$ cat config.mk
export PLATFORM = sky130hd
export DESIGN_NAME = cache_miss_ctrl
export DESIGN_NICKNAME = d
export VERILOG_FILES = /design/src/rtl/cache_miss_ctrl.sv
export SDC_FILE = /design/constraint.sdc
export NUM_CORES = 1
export LEC_CHECK = 0
export CAP_MARGIN = 10
export CORE_MARGIN = 1.5
export CORE_UTILIZATION = 36
export DETAILED_ROUTE_END_ITERATION = 10
export DONT_BUFFER_PORTS = 1
export GPL_TIMING_DRIVEN = 0
export SLEW_MARGIN = 30
export SYNTH_ARGS = -nofsm -noshare
export SYNTH_HDL_FRONTEND = slang
export SYNTH_SLANG_ARGS = --single-unit
export TNS_END_PERCENT = 30
$ cat constraint.sdc
create_clock -name CLK -period 2.55 [get_ports CLK]
set_input_delay 0.3825 -clock CLK [delete_from_list [all_inputs] [get_ports CLK]]
set_output_delay 0.3825 -clock CLK [all_outputs]
set_load 0.02 [all_outputs]
$ cat src/rtl/cache_miss_ctrl.sv
// ---------------------------------------------------------------------------
// cache_miss_ctrl
//   Miss-handling FSM between the data cache and main memory. On a cacheable
//   miss it writes back the dirty victim line (if any), fetches the missing
//   line one word per req/ack beat, then pulses update so the cache installs
//   it. stall holds the CPU for the whole sequence; I/O accesses bypass it.
//
//   Optional feature macro: CACHE_MISS_STATS_EN adds saturating miss and
//   writeback counters (stat_miss, stat_wb).
//
// Ports
//   CLK, RESET_N          clock (posedge), asynchronous active-low reset
//   addr                  CPU byte address of the current access
//   MEM_READ2/MEM_WRITE2  CPU load / store request
//   hit, miss             cache lookup result (combinational)
//   addr_is_io            access is memory-mapped I/O; no cache action
//   evict, evicted_addr   victim dirty flag + line address (valid in CHK)
//   w0_out..w3_out        victim line words (valid with evict)
//   w0_in..w3_in          fill line words to cache, held until next fill
//   update                one-cycle install pulse
//   stall                 CPU hold while a miss is serviced
//   mem_req/mem_we        memory beat request / 1 = write beat
//   mem_addr/mem_wdata    word-aligned beat address / write data
//   mem_ack/mem_rdata     beat accept / read data
//   stat_miss, stat_wb    (CACHE_MISS_STATS_EN only) event counters
// ---------------------------------------------------------------------------
module cache_miss_ctrl #(
    parameter int unsigned WORDS_PER_LINE = 4,
    parameter int unsigned ADDR_W         = 32,
    parameter int unsigned DATA_W         = 32
) (
    input  logic              CLK,
    input  logic              RESET_N,
    input  logic [ADDR_W-1:0] addr,
    input  logic              MEM_READ2,
    input  logic              MEM_WRITE2,
    input  logic              hit,
    input  logic              miss,
    input  logic              addr_is_io,
    input  logic              evict,
    input  logic [ADDR_W-1:0] evicted_addr,
    input  logic [DATA_W-1:0] w0_out,
    input  logic [DATA_W-1:0] w1_out,
    input  logic [DATA_W-1:0] w2_out,
    input  logic [DATA_W-1:0] w3_out,
    output logic [DATA_W-1:0] w0_in,
    output logic [DATA_W-1:0] w1_in,
    output logic [DATA_W-1:0] w2_in,
    output logic [DATA_W-1:0] w3_in,
    output logic              update,
    output logic              stall,
    output logic              mem_req,
    output logic              mem_we,
    output logic [ADDR_W-1:0] mem_addr,
    output logic [DATA_W-1:0] mem_wdata,
    input  logic              mem_ack,
    input  logic [DATA_W-1:0] mem_rdata
`ifdef CACHE_MISS_STATS_EN
    ,
    output logic [31:0]       stat_miss,
    output logic [31:0]       stat_wb
`endif
);

    localparam int unsigned BEAT_W     = $clog2(WORDS_PER_LINE);
    localparam int unsigned WORD_SHIFT = $clog2(DATA_W / 8);
    localparam int unsigned LINE_BYTES = WORDS_PER_LINE * (DATA_W / 8);
    localparam logic [ADDR_W-1:0] OFF_MASK  = ADDR_W'(LINE_BYTES - 1);
    localparam logic [BEAT_W-1:0] LAST_BEAT = BEAT_W'(WORDS_PER_LINE - 1);

    typedef enum logic [2:0] {
        S_IDLE, S_CHK, S_WB, S_FILL, S_UPDATE, S_DONE
    } state_t;

    state_t            state, state_nxt;
    logic [BEAT_W-1:0] beat;
    logic [ADDR_W-1:0] line_addr;
    logic [ADDR_W-1:0] victim_base;
    logic [ADDR_W-1:0] beat_off;
    logic [DATA_W-1:0] wb_buf   [WORDS_PER_LINE];
    logic [DATA_W-1:0] fill_buf [WORDS_PER_LINE];
    logic              start;
    logic              unused_hit;

    // The cache's miss flag already excludes hits; hit is kept for port compatibility.
    assign unused_hit = hit;

    assign start    = miss & (MEM_READ2 | MEM_WRITE2) & ~addr_is_io;
    assign beat_off = ADDR_W'(beat) << WORD_SHIFT;

    // State register
    always_ff @(posedge CLK or negedge RESET_N) begin
        if (!RESET_N) state <= S_IDLE;
        else          state <= state_nxt;
    end

    // Datapath registers: line address, victim buffer, fill buffer, beat counter
    always_ff @(posedge CLK or negedge RESET_N) begin
        if (!RESET_N) begin
            beat        <= '0;
            line_addr   <= '0;
            victim_base <= '0;
            for (int unsigned i = 0; i < WORDS_PER_LINE; i++) begin
                wb_buf[i]   <= '0;
                fill_buf[i] <= '0;
            end
        end else begin
            case (state)
                S_IDLE: if (start) line_addr <= addr & ~OFF_MASK;
                S_CHK: begin
                    if (evict) begin
                        victim_base <= evicted_addr & ~OFF_MASK;
                        wb_buf[0]   <= w0_out;
                        wb_buf[1]   <= w1_out;
                        wb_buf[2]   <= w2_out;
                        wb_buf[3]   <= w3_out;
                    end
                end
                S_WB: begin
                    if (mem_ack) beat <= (beat == LAST_BEAT) ? '0 : beat + 1'b1;
                end
                S_FILL: begin
                    if (mem_ack) begin
                        fill_buf[beat] <= mem_rdata;
                        beat           <= (beat == LAST_BEAT) ? '0 : beat + 1'b1;
                    end
                end
                default: ;
            endcase
        end
    end

    // Next-state logic
    always_comb begin
        state_nxt = state;
        case (state)
            S_IDLE:   if (start) state_nxt = S_CHK;
            S_CHK:    state_nxt = evict ? S_WB : S_FILL;
            S_WB:     if (mem_ack && beat == LAST_BEAT) state_nxt = S_FILL;
            S_FILL:   if (mem_ack && beat == LAST_BEAT) state_nxt = S_UPDATE;
            S_UPDATE: state_nxt = S_DONE;
            S_DONE:   state_nxt = S_IDLE;
            default:  state_nxt = S_IDLE;
        endcase
    end

    // Outputs decode from state only, so reset drops mem_req asynchronously
    always_comb begin
        mem_req   = 1'b0;
        mem_we    = 1'b0;
        mem_addr  = '0;
        mem_wdata = '0;
        update    = 1'b0;
        stall     = (state != S_IDLE) | start;
        case (state)
            S_WB: begin
                mem_req   = 1'b1;
                mem_we    = 1'b1;
                mem_addr  = victim_base + beat_off;
                mem_wdata = wb_buf[beat];
            end
            S_FILL: begin
                mem_req  = 1'b1;
                mem_addr = line_addr + beat_off;
            end
            S_UPDATE: update = 1'b1;
            default: ;
        endcase
    end

    assign w0_in = fill_buf[0];
    assign w1_in = fill_buf[1];
    assign w2_in = fill_buf[2];
    assign w3_in = fill_buf[3];

`ifdef CACHE_MISS_STATS_EN
    always_ff @(posedge CLK or negedge RESET_N) begin
        if (!RESET_N) begin
            stat_miss <= '0;
            stat_wb   <= '0;
        end else begin
            if (state == S_IDLE && start && stat_miss != '1) stat_miss <= stat_miss + 1'b1;
            if (state == S_CHK && evict && stat_wb != '1)    stat_wb   <= stat_wb + 1'b1;
        end
    end
`endif

endmodule
After elaboration in Yosys (flattened, before gate mapping)
Index checks and enable logic that the tools add are counted.

cells by class
  mux-type cells = 17
  order comparisons = 2
  $add $sub $neg = 3
  equality and inequality tests = 8
  bitwise operators = 6
  $mul = 0
  shifts and indexed selects = 0
  reduce and logical (&&, ||, !) cells = 10
  div/mod/pow operators = 0

operators with widths
  cell                   number
  $bwmux W128            1
  $mux W32               4
  $add A32 B4 Y32        2
  $bmux W32 S2           1
  $demux W32 S2          1
  $pmux W32 S2           1
  $pmux W3 S5            1
  $mux W3                3
  $reduce_and A2 Y1      4
  $eq A3 B2 Y1 const B   2
  $ne A2 B2 Y1 const B   3
  $mux W1                4
  $eq A3 B1 Y1 const B   1
  $eq A3 B3 Y1 const B   1
  $ge A3 B3 Y1 const B   1
  $logic_not A3 Y1       1
  $lt A3 B1 Y1 const B   1
  $not A2 Y3             1
  $reduce_and A3 Y1      1
  $reduce_bool A3 Y1     1
  $add A2 B1 Y2 const B  1
  $and A1 B1 Y1          2
  $eq A2 B2 Y1 const B   1
  $logic_and A1 B1 Y1    2
  4 further kinds        5

storage, ports and cells
  input bits = 233
  latch bits = 0
  output and inout port bits = 196
  register bits = 317
  bits in writable memories = 0
  memories kept = 0
  word-level logic and storage cells = 58
  ROM bits = 0

Logic depth before layout (Yosys ltp)
  depth after elaboration = 6
  depth in mapped cells = 7
  mapped depth without buffers = 4

Worst setup path before layout
Ideal clock, no wire load.

  kind = register to output
  from = register beat[0]
  to = output port mem_wdata[28]
  required time = 2.168 ns
  arrival time = 1.611 ns
  slack = 0.556 ns
  cell stages (with the launch flop) = 5
  path buffers = 2
  cell sequence = dfrtp_1 buf_2 buf_2 mux4_2 and3_1

between the ends
  cells in the longest elaborated chain, start to end = 5

ends and longest elaborated chain
  element                                       RTL line  RTL
  start, declared                               76        logic [BEAT_W-1:0] beat;
  start signal, assigned                        120       if (mem_ack) beat <= (beat == LAST_BEAT) ? '0 : beat + 1'b1;
  start signal, assigned                        125       beat <= (beat == LAST_BEAT) ? '0 : beat + 1'b1;
  $not A2 Y3 (implied by the code)              160       mem_wdata = wb_buf[beat];
  $bmux W32 S2                                  160
  $mux W32 (implied by the code) (2 in series)  160
  $mux W32                                      155       case (state)
  end, declared                                 55        output logic [DATA_W-1:0] mem_wdata,

Every way passes these cells. The select of a mux whose other input is x is not followed.

Worst setup path in the final report
  from = register beat[0]
  to = output port mem_wdata[19]

The elaborated chain is that of the path after synthesis.

==> impl_metrics.csv <==
group,metric,value,unit
run_status,status,"finished, violations left",
run_status,failed_checks,"hold timing",
sta,timing_worst_slew_pin_value,0.751,ns
sta,final-hold-violation-count,317,
placed_design,globalplace.congestion,0.759,
yosys,synth-async-reset-ratio,100,%
yosys,synthFlopType,"dfrtp_1",
global_routing,grtUsageTotal,19.3,%
power,p_leak,7.71,nW
routing,dr.first_iter.drc_count,228,
yosys,post_synth_main_area_contributors,"dfrtp_1 60%, mux2_2 22%, mux4_2 5.4%",
hold_path,hold_class,"input port to async pin",
power,part_of_the_total_power_dissipated_in_sequential_elements,44.6,%
yosys,synth_edf_count,0,
clock_tree,cts-root-to-sink-buffers,3,
routing,final_antenna_net_count,0,
power,p_clk_share,22.5,%
setup_path,critPathCaptureType,"output port",
sta,fin_crit,2.46,ns
yosys,yosysMostFrequentCell,"dfrtp_1",
yosys,synthTopCellsByCount,"317 x dfrtp_1, 265 x mux2_2, 49 x mux2_1, 34 x nor2_1",
finish,fillCellCount,3143,
placed_design,placement.io_buffers,0,
floorplan,design.portCount,429,
flow_run,max-cap-violations,0,
yosys,synth_area_leader_cell,"dfrtp_1",
power,netSwitchingFraction,37.5,%
placed_design,place_hpwl,24.9,mm
sta,setup_slack,0.0876,ns
routing,dr.pass1.iters,4,
finish,nNetsFinal,1341,
power,pwr_density_cell,1330,nW/um^2
sta,fin_setup_tns,0,ns
yosys,post_synth_mux_area_share,34.1,%
sta,number_of_max_slew_violations_in_the_final_report,0,
sta,timing.final.crit_share,96.6,%
sta,clock_skew,0.0149,ns
clock_tree,clock_tree_from_tritoncts,"done",
yosys,synth-xor-area-share,0,%
setup_path,worst-endpoint-required,2.17,ns
floorplan,core_area,36500,um^2
finish,drive_gt1_share,38.4,%
global_routing,total_grt_overflow,0,
yosys,seq_area_frac_synth,59.5,%
power,p_sw,8.67,mW
routing,num_vias,8124,
sta,fmaxAchievable,406,MHz
power,cell_internal_pwr,14.5,mW
floorplan,die_height,195,um
yosys,dominant_combinational_cell_family_by_area_after_synthesis,"multiplexers",
yosys,synth_area_in_compound_gates,0.207,%
setup_path,setup.worst_path.class,"register to output port",
yosys,synth_warnings,0,
yosys,synthesized_area,13300,um^2
setup_path,crit_fanout,10,
routing,finalWirelength,36.3,mm
sta,slew_headroom,50.0,%
yosys,synth_fa_ha_area_share,0.376,%
clock_tree,clkSlewWorstSetupHoldPaths,0.06,ns
power,power_frac_comb,32.9,%
global_routing,grt_start_max_net_pins,318,
clock_tree,cts-htree-levels,2,
placed_design,place_ws,-0.141,ns
yosys,synth.avg_cell_area,15.8,um^2
yosys,synth_seq_cells,317,
setup_path,worstSetupStartpointType,"register",
routing,drc_errors,0,
sta,unrepaired_setup_endpoints_after_global_routing,"false",
global_routing,grt_first_pass_wirelength,56.1,mm
yosys,netlist.area_leader.share,59.5,%
floorplan,die_w,195,um
floorplan,rows,70,
power,vdd.ir_drop.worst,0.715,mV
global_routing,grt_pass1_vias,9232,
global_routing,antenna_found_initial,5,
routing,drt-wirelength-per-cell,22.6,um
yosys,yosys.area_share.simple,3.16,%
clock_tree,number_of_hold_repair_buffers_added_at_the_cts_stage,216,
clock_tree,tritoncts.num_buffers,37,
routing,ratio_of_routed_vias_to_standard_cells,5.07,
setup_path,critPathArrivalTime,2.08,ns
clock_tree,cts_root_buffer,"clkbuf_16",
clock_tree,numClockSinks,317,
sta,setup-violations-final,0,
sta,minimum_hold_slack,-0.473,ns
yosys,yosysUniqueCellTypes,27,
clock_tree,insertion_delay,0.55,ns
floorplan,floorplan.die_area,38200,um^2
yosys,synthCells,844,
floorplan,start_util,36.5,%
finish,syn2layout_area_growth,30.9,%
## placed cells by master (no fill, tap or decap), drive strengths merged, types with 2 or more instances in the layout
| master | synthesis | routed |
|---|---|---|
| mux2i | 28 | 28 |
| mux4 | 32 | 32 |
| buf | 47 | 51 |
| nand2 | 8 | 8 |
| diode | 0 | 5 |
| nor3 | 3 | 3 |
| dlygate4sd3 | 0 | 216 |
| nand2b | 2 | 2 |
| dfrtp | 317 | 317 |
| ha | 4 | 4 |
| nor2 | 34 | 34 |
| and3 | 32 | 32 |
| inv | 7 | 10 |
| conb | 1 | 2 |
| clkbuf | 8 | 60 |
| clkinv | 0 | 7 |
| mux2 | 314 | 314 |
| bufinv | 0 | 2 |
## registers in the layout, summed over array words and instances (netlist names)
register     cells
w3_in           32
wb_buf         128
state            3
w1_in           32
w0_in           32
w2_in           32
victim_base     28
line_addr       28
beat             2
## final timing paths
check	startpoint	to	cells after the start	slack [ns]
min	RESET_N	w2_in[14]	0	-0.47
min reg2reg	wb_buf[10]	wb_buf[10]	1	0.48
max reg2reg	state[0]	line_addr[26]	6	0.32
min in group CLK	mem_ack	beat[0]	2	0.12
max	beat[0]	mem_wdata[19]	4	0.09
max in group asynchronous	RESET_N	victim_base[26]	0	2.37
## cells by family (layout without fill, tap and decap cells)
| logic type | after synthesis | after routing |
|---|---|---|
| adder cells (fa/ha/maj) | 4 | 4 |
| AO/OA/AOI/OAI | 3 | 3 |
| multiplexers | 374 | 374 |
| flip-flops | 317 | 317 |
| buffers and inverters | 62 | 346 |
| AND/OR/NAND/NOR | 83 | 83 |
| other | 1 | 7 |
## final cells by class
cell class                      instances  area (um^2)  share of cell area, %
Multi-Input combinational cell        466         5090                   29.2
Inverter                                7         28.8                  0.165
Sequential cell                       317         7930                   45.5
Timing Repair Buffer                  220         2190                   12.6
Clock inverter                         12          144                  0.825
Clock buffer                           52         1050                   6.03
Antenna cell                            5         12.5                 0.0717
Buffer                                 55          409                   2.35
Tap cell                              468          586                   3.36
## through the flow
stage                     util (%)  total power, mW  instance area [um^2]  cells
after floorplan                  -             15.5                 13300    845
after global placement        38.1             17.2                 13900   1313
after detailed placement      38.1             17.4                 13900   1313
after CTS                     47.6             23.2                 17400   1594
after global routing          47.8             24.4                 17400   1602
final                         47.8             23.1                 17400   1602
## power groups by stage
stage	Sequential (mW)	Combinational, mW	Clock [mW]
after detailed placement	10.4	7.02	0
after CTS	10.3	7.54	5.35
after global routing	10.6	8.18	5.55
after floorplan	9.73	5.80	0
after global placement	10.3	6.88	0
final	10.3	7.60	5.20
## critical path, stage by stage, from the launching register on
cell and delay, ns:
dfrtp_1 0.40, buf_12 0.15, buf_12 0.15, mux4_2 0.54, and3_1 0.28
## repair_timing
| action | in CTS | in global routing |
|---|---|---|
| gates resized for setup | 41 | 19 |
| setup endpoints to repair | 101 | 53 |
| setup buffers | 1 | 3 |
| hold endpoints to repair | 629 | 317 |
## metal layers
metal	vias to the layer above	global-route usage (%)	routed length, um
met5	-	0	0
met4	0	6.78	1070
met3	60	6.84	2840
met2	315	32.6	18000
met1	4174	22.8	14400
li1	3575	-	-
Power figures use the tool's default switching activity.
